===== config.mk =====
export PLATFORM = sky130hd
export DESIGN_NAME = store_monitor
export DESIGN_NICKNAME = d
export VERILOG_FILES = /design/src/rtl/store_monitor_pkg.sv /design/src/rtl/store_log_fifo.sv /design/src/rtl/store_monitor.sv
export SDC_FILE = /design/constraint.sdc
export NUM_CORES = 1
export LEC_CHECK = 0
export BUFFER_PORTS_ARGS = -buffer_cell sky130_fd_sc_hd__clkbuf_2
export CAP_MARGIN = 20
export CORE_MARGIN = 8
export CORE_UTILIZATION = 48
export CTS_CLUSTER_SIZE = 25
export DETAILED_ROUTE_END_ITERATION = 16
export PLACE_DENSITY = 0.83
export SYNTH_ARGS = -nofsm -noshare
export SYNTH_HDL_FRONTEND = slang
export SYNTH_HIERARCHICAL = 1
export SYNTH_SLANG_ARGS = --single-unit
export TNS_END_PERCENT = 30

===== constraint.sdc =====
create_clock -name clk -period 2.8 [get_ports clk]
set_input_delay 0.42 -clock clk [delete_from_list [all_inputs] [get_ports clk]]
set_output_delay 0.42 -clock clk [all_outputs]
set_load 0.02 [all_outputs]

===== src/rtl/store_monitor_pkg.sv =====
// Shared types and defaults for the store-stream monitor.
package store_monitor_pkg;

  localparam int unsigned ADDR_W = 32;
  localparam int unsigned DATA_W = 32;
  localparam int unsigned CNT_W  = 16;

  // Default terminating store and the single permitted scratch address
  localparam logic [ADDR_W-1:0] DEF_PASS_ADDR  = 32'd100;
  localparam logic [DATA_W-1:0] DEF_PASS_DATA  = 32'd7;
  localparam logic [ADDR_W-1:0] DEF_ALLOW_ADDR = 32'd96;

  typedef enum logic [1:0] {
    MON_RUN     = 2'd0,
    MON_PASS    = 2'd1,
    MON_FAIL    = 2'd2,
    MON_TIMEOUT = 2'd3
  } mon_state_e;

  typedef struct packed {
    logic [ADDR_W-1:0] addr;
    logic [DATA_W-1:0] data;
  } log_entry_t;

  // Saturating increment for the store counter
  function automatic logic [CNT_W-1:0] sat_inc(input logic [CNT_W-1:0] v);
    return (v == '1) ? v : v + CNT_W'(1);
  endfunction

endpackage


===== src/rtl/store_log_fifo.sv =====
// Synchronous show-ahead FIFO holding observed stores.
// Push while full is dropped (drop_o pulses) unless a pop frees a slot on the same edge.
module store_log_fifo
  import store_monitor_pkg::*;
#(
  parameter int unsigned DEPTH = 8
) (
  input  logic       clk,
  input  logic       reset,
  input  logic       push_i,
  input  log_entry_t entry_i,
  input  logic       pop_i,
  output log_entry_t head_o,
  output logic       full_o,
  output logic       empty_o,
  output logic       drop_o
);

  localparam int unsigned AW = $clog2(DEPTH);
  localparam int unsigned PW = AW + 1;

  log_entry_t      mem_q [DEPTH];
  logic [PW-1:0]   wr_ptr_q;
  logic [PW-1:0]   rd_ptr_q;
  logic            push_ok_c;
  logic            pop_ok_c;

  // Extra pointer MSB distinguishes full from empty
  assign empty_o   = (wr_ptr_q == rd_ptr_q);
  assign full_o    = (wr_ptr_q[AW] != rd_ptr_q[AW]) &&
                     (wr_ptr_q[AW-1:0] == rd_ptr_q[AW-1:0]);
  assign pop_ok_c  = pop_i && !empty_o;
  assign push_ok_c = push_i && (!full_o || pop_ok_c);
  assign drop_o    = push_i && !push_ok_c;
  assign head_o    = mem_q[rd_ptr_q[AW-1:0]];

  // Pointer update
  always_ff @(posedge clk) begin
    if (reset) begin
      wr_ptr_q <= '0;
      rd_ptr_q <= '0;
    end else begin
      if (push_ok_c) wr_ptr_q <= wr_ptr_q + PW'(1);
      if (pop_ok_c)  rd_ptr_q <= rd_ptr_q + PW'(1);
    end
  end

  // Entry storage; contents are only observed through valid pointers
  always_ff @(posedge clk) begin
    if (push_ok_c) mem_q[wr_ptr_q[AW-1:0]] <= entry_i;
  end

endmodule


===== src/rtl/store_monitor.sv =====
// Store-stream checker: pass on the terminating store, fail on a store to an
// illegal address, timeout if no verdict arrives in time.
// Optional store log FIFO enabled by defining STORE_MONITOR_LOG_EN.
module store_monitor
  import store_monitor_pkg::*;
#(
  parameter logic [ADDR_W-1:0] PASS_ADDR      = DEF_PASS_ADDR,
  parameter logic [DATA_W-1:0] PASS_DATA      = DEF_PASS_DATA,
  parameter logic [ADDR_W-1:0] ALLOW_ADDR     = DEF_ALLOW_ADDR,
  parameter int unsigned       TIMEOUT_CYCLES = 1000,
  parameter int unsigned       LOG_DEPTH      = 8
) (
  input  logic              clk,
  input  logic              reset,
  input  logic              MemWrite,
  input  logic [ADDR_W-1:0] DataAdr,
  input  logic [DATA_W-1:0] WriteData,
  output logic              done,
  output logic              pass,
  output logic              fail,
  output logic              timeout,
  output logic [CNT_W-1:0]  write_count,
  output logic [31:0]       cycle_count,
  output logic [ADDR_W-1:0] fail_addr,
  output logic [DATA_W-1:0] fail_data,
  input  logic              log_rd,
  output logic              log_valid,
  output logic [ADDR_W-1:0] log_addr,
  output logic [DATA_W-1:0] log_data,
  output logic              log_overflow
);

  mon_state_e        state_q;
  logic              done_q, pass_q, fail_q, timeout_q;
  logic [CNT_W-1:0]  write_count_q, write_count_d;
  logic [31:0]       cycle_count_q, cycle_count_d;
  logic [ADDR_W-1:0] fail_addr_q;
  logic [DATA_W-1:0] fail_data_q;

  logic in_run_c, store_c, pass_hit_c, fail_hit_c, tmo_hit_c;

  // Verdict decode for the current edge; store verdicts outrank timeout
  assign in_run_c      = (state_q == MON_RUN);
  assign store_c       = in_run_c && MemWrite;
  assign pass_hit_c    = store_c && (DataAdr == PASS_ADDR) && (WriteData == PASS_DATA);
  assign fail_hit_c    = store_c && !pass_hit_c && (DataAdr != ALLOW_ADDR);
  assign cycle_count_d = cycle_count_q + 32'd1;
  assign tmo_hit_c     = in_run_c && !pass_hit_c && !fail_hit_c &&
                         (cycle_count_d == 32'(TIMEOUT_CYCLES));
  assign write_count_d = sat_inc(write_count_q);

  // Monitor FSM with registered verdict flags, counters and fail capture
  always_ff @(posedge clk) begin
    if (reset) begin
      state_q       <= MON_RUN;
      done_q        <= 1'b0;
      pass_q        <= 1'b0;
      fail_q        <= 1'b0;
      timeout_q     <= 1'b0;
      write_count_q <= '0;
      cycle_count_q <= '0;
      fail_addr_q   <= '0;
      fail_data_q   <= '0;
    end else begin
      case (state_q)
        MON_RUN: begin
          cycle_count_q <= cycle_count_d;
          if (store_c) write_count_q <= write_count_d;
          if (pass_hit_c) begin
            state_q <= MON_PASS;
            done_q  <= 1'b1;
            pass_q  <= 1'b1;
          end else if (fail_hit_c) begin
            state_q     <= MON_FAIL;
            done_q      <= 1'b1;
            fail_q      <= 1'b1;
            fail_addr_q <= DataAdr;
            fail_data_q <= WriteData;
          end else if (tmo_hit_c) begin
            state_q   <= MON_TIMEOUT;
            done_q    <= 1'b1;
            timeout_q <= 1'b1;
          end
        end
        default: state_q <= state_q;
      endcase
    end
  end

  assign done        = done_q;
  assign pass        = pass_q;
  assign fail        = fail_q;
  assign timeout     = timeout_q;
  assign write_count = write_count_q;
  assign cycle_count = cycle_count_q;
  assign fail_addr   = fail_addr_q;
  assign fail_data   = fail_data_q;

`ifdef STORE_MONITOR_LOG_EN
  log_entry_t log_in_c;
  log_entry_t log_head_c;
  logic       log_full_c, log_empty_c, log_drop_c;
  logic       log_overflow_q;

  assign log_in_c = '{addr: DataAdr, data: WriteData};

  store_log_fifo #(
    .DEPTH (LOG_DEPTH)
  ) u_log (
    .clk     (clk),
    .reset   (reset),
    .push_i  (store_c),
    .entry_i (log_in_c),
    .pop_i   (log_rd),
    .head_o  (log_head_c),
    .full_o  (log_full_c),
    .empty_o (log_empty_c),
    .drop_o  (log_drop_c)
  );

  // Sticky record of any store dropped on a full log
  always_ff @(posedge clk) begin
    if (reset)           log_overflow_q <= 1'b0;
    else if (log_drop_c) log_overflow_q <= 1'b1;
  end

  // Head is masked while empty so stale storage never leaks out
  assign log_valid    = !log_empty_c;
  assign log_addr     = log_empty_c ? '0 : log_head_c.addr;
  assign log_data     = log_empty_c ? '0 : log_head_c.data;
  assign log_overflow = log_overflow_q;
  logic unused_full_c;
  assign unused_full_c = log_full_c;
`else
  // No log storage: readout ports are constant and log_rd has no effect
  logic unused_log_c;
  assign unused_log_c = log_rd ^ (LOG_DEPTH == 0);
  assign log_valid    = 1'b0;
  assign log_addr     = '0;
  assign log_data     = '0;
  assign log_overflow = 1'b0;
`endif

endmodule

# Word-level counts from Yosys, hierarchy flattened
# Index checks and enable logic that the tools add are counted.
totals:
  out_inout_bits: 182
  ff_bits: 118
  input_bits: 68
op_classes:
  addsub: 2
  n_mux: 6
  bitwise_logic: 3
  n_eq_ne: 5
  n_reduce_logical: 17
op_table:
  columns: ["cell", "n"]
  rows:
  - ["$add A32 B1 Y32 const B", 1]
  - ["$eq A32 B10 Y1 const B", 1]
  - ["$eq A32 B3 Y1 const B", 1]
  - ["$eq A32 B7 Y1 const B", 1]
  - ["$ne A32 B7 Y1 const B", 1]
  - ["$add A16 B1 Y16 const B", 1]
  - ["$eq A16 B16 Y1 const B", 1]
  - ["$logic_and A1 B1 Y1", 8]
  - ["$mux W2", 3]
  - ["$reduce_and A3 Y1", 2]
  - ["$reduce_and A2 Y1", 2]
  - ["$reduce_and A4 Y1", 1]
  - ["$mux W1", 3]
  - ["$not A1 Y1", 3]
  - ["$reduce_bool A3 Y1", 1]
  - ["$logic_not A1 Y1", 2]
  - ["$logic_not A2 Y1", 1]

# Depth between registers and ports, before layout
logic_depth:
  depth_word: 13
  depth_mapped: 8
  ltp_nobuf: 8

# Worst setup path after synthesis
# OpenSTA, ideal clock, no wires.
synth_path:
  path_type: "flip-flop to flip-flop"
  from: "register cycle_count_q[0], in the netlist cycle_count[0]"
  to: "register timeout_q, in the netlist timeout"
  slack_ns: 0.588
  arrival_ns: 2.138
  setup_ns: 0.074
  period_less_slack_ns: 2.212
  required_time_ns: 2.726
  stages_incl_launch_ff: 9
  n_path_buf: 0
  path_cell_list: "dfxtp_1 ha_1 inv_1 nor2_8 xnor2_1 or4_1 nor4_1 nand4_1 o21ai_0"
synth_between:
  elab_chain_cells: 4
synth_lines:
  columns: ["item", "line", "rtl"]
  rows:
  - ["from (decl)", "store_monitor.sv:36", "logic [31:0] cycle_count_q, cycle_count_d;"]
  - ["from (signal assigned)", "store_monitor.sv:67", "cycle_count_q <= cycle_count_d;"]
  - ["$add A32 B1 Y32", "store_monitor.sv:47", "assign cycle_count_d = cycle_count_q + 32'd1;"]
  - ["$eq A32 B10 Y1", "store_monitor.sv:49", "(cycle_count_d == 32'(TIMEOUT_CYCLES));"]
  - ["$logic_and A1 B1 Y1", "store_monitor.sv:48", "assign tmo_hit_c = in_run_c && !pass_hit_c && !fail_hit_c &&"]
  - ["$reduce_and A4 Y1 (no source line)", null, null]
  - ["to (signal assigned)", "store_monitor.sv:59", "timeout_q <= 1'b0;"]
  - ["to (signal assigned)", "store_monitor.sv:82", "timeout_q <= 1'b1;"]
  - ["to (decl)", "store_monitor.sv:34", "logic done_q, pass_q, fail_q, timeout_q;"]
# No other way between the ends.
# A chain may end at the register's enable or synchronous reset.

# Worst setup path in the final report
layout_path:
  from: "register cycle_count_q[3], in the netlist cycle_count[3]"
  to: "register state_q[0]"
layout_between:
  elab_chain_cells: 5
layout_lines:
  columns: ["item", "line", "rtl"]
  rows:
  - ["$add A32 B1 Y32", "store_monitor.sv:47", null]
  - ["$eq A32 B10 Y1", "store_monitor.sv:49", null]
  - ["$logic_and A1 B1 Y1", "store_monitor.sv:48", null]
  - ["$reduce_bool A3 Y1 (no source line)", null, null]
  - ["$reduce_and A2 Y1 (no source line)", null, null]
  - ["to (signal assigned)", "store_monitor.sv:85", "default: state_q <= state_q;"]
  - ["to (decl)", "store_monitor.sv:33", "mon_state_e state_q;"]
# No other way between the ends.

==> metrics.txt <==
clock skew=slightly below 0.009 ns; EDFF count, synth=0; Resized Gates After CTS=0; hold depth=3; startpoint types=flop; Rel. slew slack=58.61%; CTS clock-pin slew for the worst setup and hold paths=about 0.050 ns; remaining global-route overflow=0; worst r2r path cells=7; vias per cell=5.025; layout cells sized above 1=28.35%; clock root buffer=clkbuf_16; vias in the first global route=4,906; cell family with most CP delay=simple AND/OR/NAND/NOR gates; Core Footprint=~12,000 um2; Crit path depth=7; Rows=40; most common cell after layout, fill and taps aside=clkbuf_2; final hold vios=0; worst vdd ir=0.3323 mV; slowest stage delay, CP=0.53 ns; P&R area growth vs syn=25.99%; crit path DAT=around 2.7 ns; initial antenna violation count=0; Worst Setup End Kind=flop; Setup WS pre-CTS=0.1567 ns; worst-margin pin slew=just over 0.6 ns; Antenna Violating Nets Remaining=0; H-tree depth=4; IO Port Bufs=182; main combinational cell family by area after synthesis=simple AND/OR/NAND/NOR gates; Mapped Cells=647; synthesized cell area=5723 um2; Pre-antenna DRT Iters=5; leakage power=3.504 nW; die area=15,670 um2; WP buf/inv=0; routed wire length=15.41 mm; most used flip-flop cell after synthesis=dfxtp_1; post-synthesis async set-or-reset flop share=0%; most frequent cells in the layout=clkbuf_2, nor2_1, dfxtp_1; drt drc=0; compound-gate portion of the synthesized area=about 2.8%; status=finished, final reports clean; total negative slack=0 ns; setup slack after layout=0.3945 ns; Pins Over Slew Limit=0; Power per Cell Area=634.6 nW/um2; Post-Syn Area per Cell=8.845 um2; largest net degree at the start of global routing=64; post-synthesis sequential area ratio=41.28%; first-pass GRT wire length=between 20 and 25 mm; synthesis-stage register bit count=118; Synth Area in XOR/XNOR=approximately 8.4%; I/O pin cnt=250; Setup CP Type=reg -> reg; Adder-Cell Fraction of Synth Area=0.4373%; Max-cap violations=0; Diodes inserted=0; CTS max path bufs=2; FILL cells=approximately 1,000; post-CTS setup buffers=0; Starting Density=approximately half; library cells used by synthesis=41; Die Wd=roughly 130 um; Crit-path slowest cell=or4_1; DIE HEIGHT=125.2 um; CTS tree=yes; First DRT Iteration DRCs=259; nets@finish=901; worst skew pair latency=roughly 0.40 ns; simple-gate share of the synthesized area=approximately a quarter; unrepaired setup endpoints after global routing=no; DP HPWL=between 10 and 15 mm; Tcrit/Tclk final=85.91%; WP data required=3.12 ns; clock sink count=118; CP Cell Sequence=nand4_4 > nor2_8 > xnor2_1 > or4_1 > nor4_1 > nand4_1 > o21ai_0; Yosys warning total=6; DR vias=about 5,000; post-DR wirelength/cell=15.57 um; Tightest Hold Check Type=in -> reg; min Tclk post-route=2.406 ns; routability cong.=0.9009; Post-CTS Hold Fix Bufs=0; Critical Path Fanout Max=10; Peak Freq=415.7 MHz; mux share of post-synthesis cell area=11.54%; gr usage total=a little under a fifth; final setup vio count=0; Num CTS Buffers=17
## Yosys cell counts (2+ instances only)
| library cell | number | share of area [%] |
|---|---|---|
| a211oi_1 | 2 | 0.26 |
| a21oi_1 | 9 | 0.79 |
| a31oi_1 | 7 | 0.77 |
| and2_1 | 2 | 0.22 |
| and3_1 | 9 | 0.98 |
| and4_1 | 8 | 1.2 |
| buf_4 | 72 | 9.4 |
| clkbuf_1 | 24 | 1.6 |
| clkbuf_2 | 2 | 0.17 |
| dfxtp_1 | 118 | 41 |
| ha_1 | 2 | 0.44 |
| inv_1 | 5 | 0.33 |
| mux2i_1 | 66 | 12 |
| nand2_1 | 27 | 1.8 |
| nand3_1 | 22 | 1.9 |
| nand4_1 | 26 | 2.8 |
| nor2_1 | 125 | 8.2 |
| nor2b_1 | 2 | 0.22 |
| nor3_1 | 17 | 1.5 |
| nor4_1 | 15 | 1.6 |
| nor4_2 | 2 | 0.44 |
| o21ai_0 | 7 | 0.61 |
| or2_2 | 3 | 0.33 |
| or3_1 | 4 | 0.44 |
| or4_1 | 2 | 0.26 |
| xnor2_1 | 21 | 3.2 |
| xor2_1 | 34 | 5.2 |
## stage by stage
| stage | util (%) | cell area [um2] | hold WS (ns) | std cells | total power, W |
|---|---|---|---|---|---|
| floorplan | - | 5967 | 0.5106 | 712 | 0.002260 |
| global placement | 55.89 | 6601 | 0.4345 | 959 | 0.002387 |
| detailed placement | 55.89 | 6601 | 0.4535 | 959 | 0.002398 |
| CTS | 61.05 | 7211 | 0.2537 | 990 | 0.004628 |
| global route | 61.05 | 7211 | 0.2702 | 990 | 0.004757 |
| finish | 61.05 | 7211 | 0.2736 | 990 | 0.004576 |
## layout make-up
cell class	count	area, um2	area share [%]
Timing Repair Buffer	199	1091	15.13
Sequential cell	118	2362	32.76
Tap cell	147	183.9	2.551
Clock buffer	23	488.0	6.767
Inverter	5	18.77	0.2603
Clock inverter	8	121.4	1.683
Multi-Input combinational cell	490	2945	40.85
## report_power, final
part	total, W	switching (W)	internal [W]
registers	0.00179	0.0000380	0.00175
clock network	0.00221	0.000724	0.00149
logic	0.000574	0.000377	0.000198
## per-layer routing
layer / wire, um / global-route usage (%)
met1: 6415 / 21.55
met5: 0 / 0
met2: 7645 / 32.63
met4: 369 / 8.954
met3: 983 / 5.525
## kinds of logic after synthesis
| group | Yosys count |
|---|---|
| compound gates | 28 |
| buf+inv | 104 |
| xor+xnor | 55 |
| mux | 66 |
| simple gates | 273 |
| flops | 118 |
| other cells | 1 |
| fa+ha+maj | 2 |
## final timing paths
check | start | end | slack (ns)
hold / removal | DataAdr[28] | fail_addr[28] | 0.27
setup / recovery | cycle_count[3] | state_q[0] | 0.39
setup reg to reg | cycle_count[3] | state_q[0] | 0.39
hold reg to reg | fail | fail | 0.47
## registers in the layout (all words and copies together) (netlist names)
register     count
timeout          1
pass             1
fail_data       32
fail_addr       32
state_q          2
cycle_count     32
done             1
write_count     16
fail             1
## worst reg2reg max path, cell delays in order, from the launching register on
cell	delay (ns)
dfxtp_1	0.50
nand4_4	0.26
nor2_8	0.23
xnor2_1	0.08
or4_1	0.53
nor4_1	0.33
nand4_1	0.27
o21ai_0	0.14
Power figures use the tool's default switching activity.
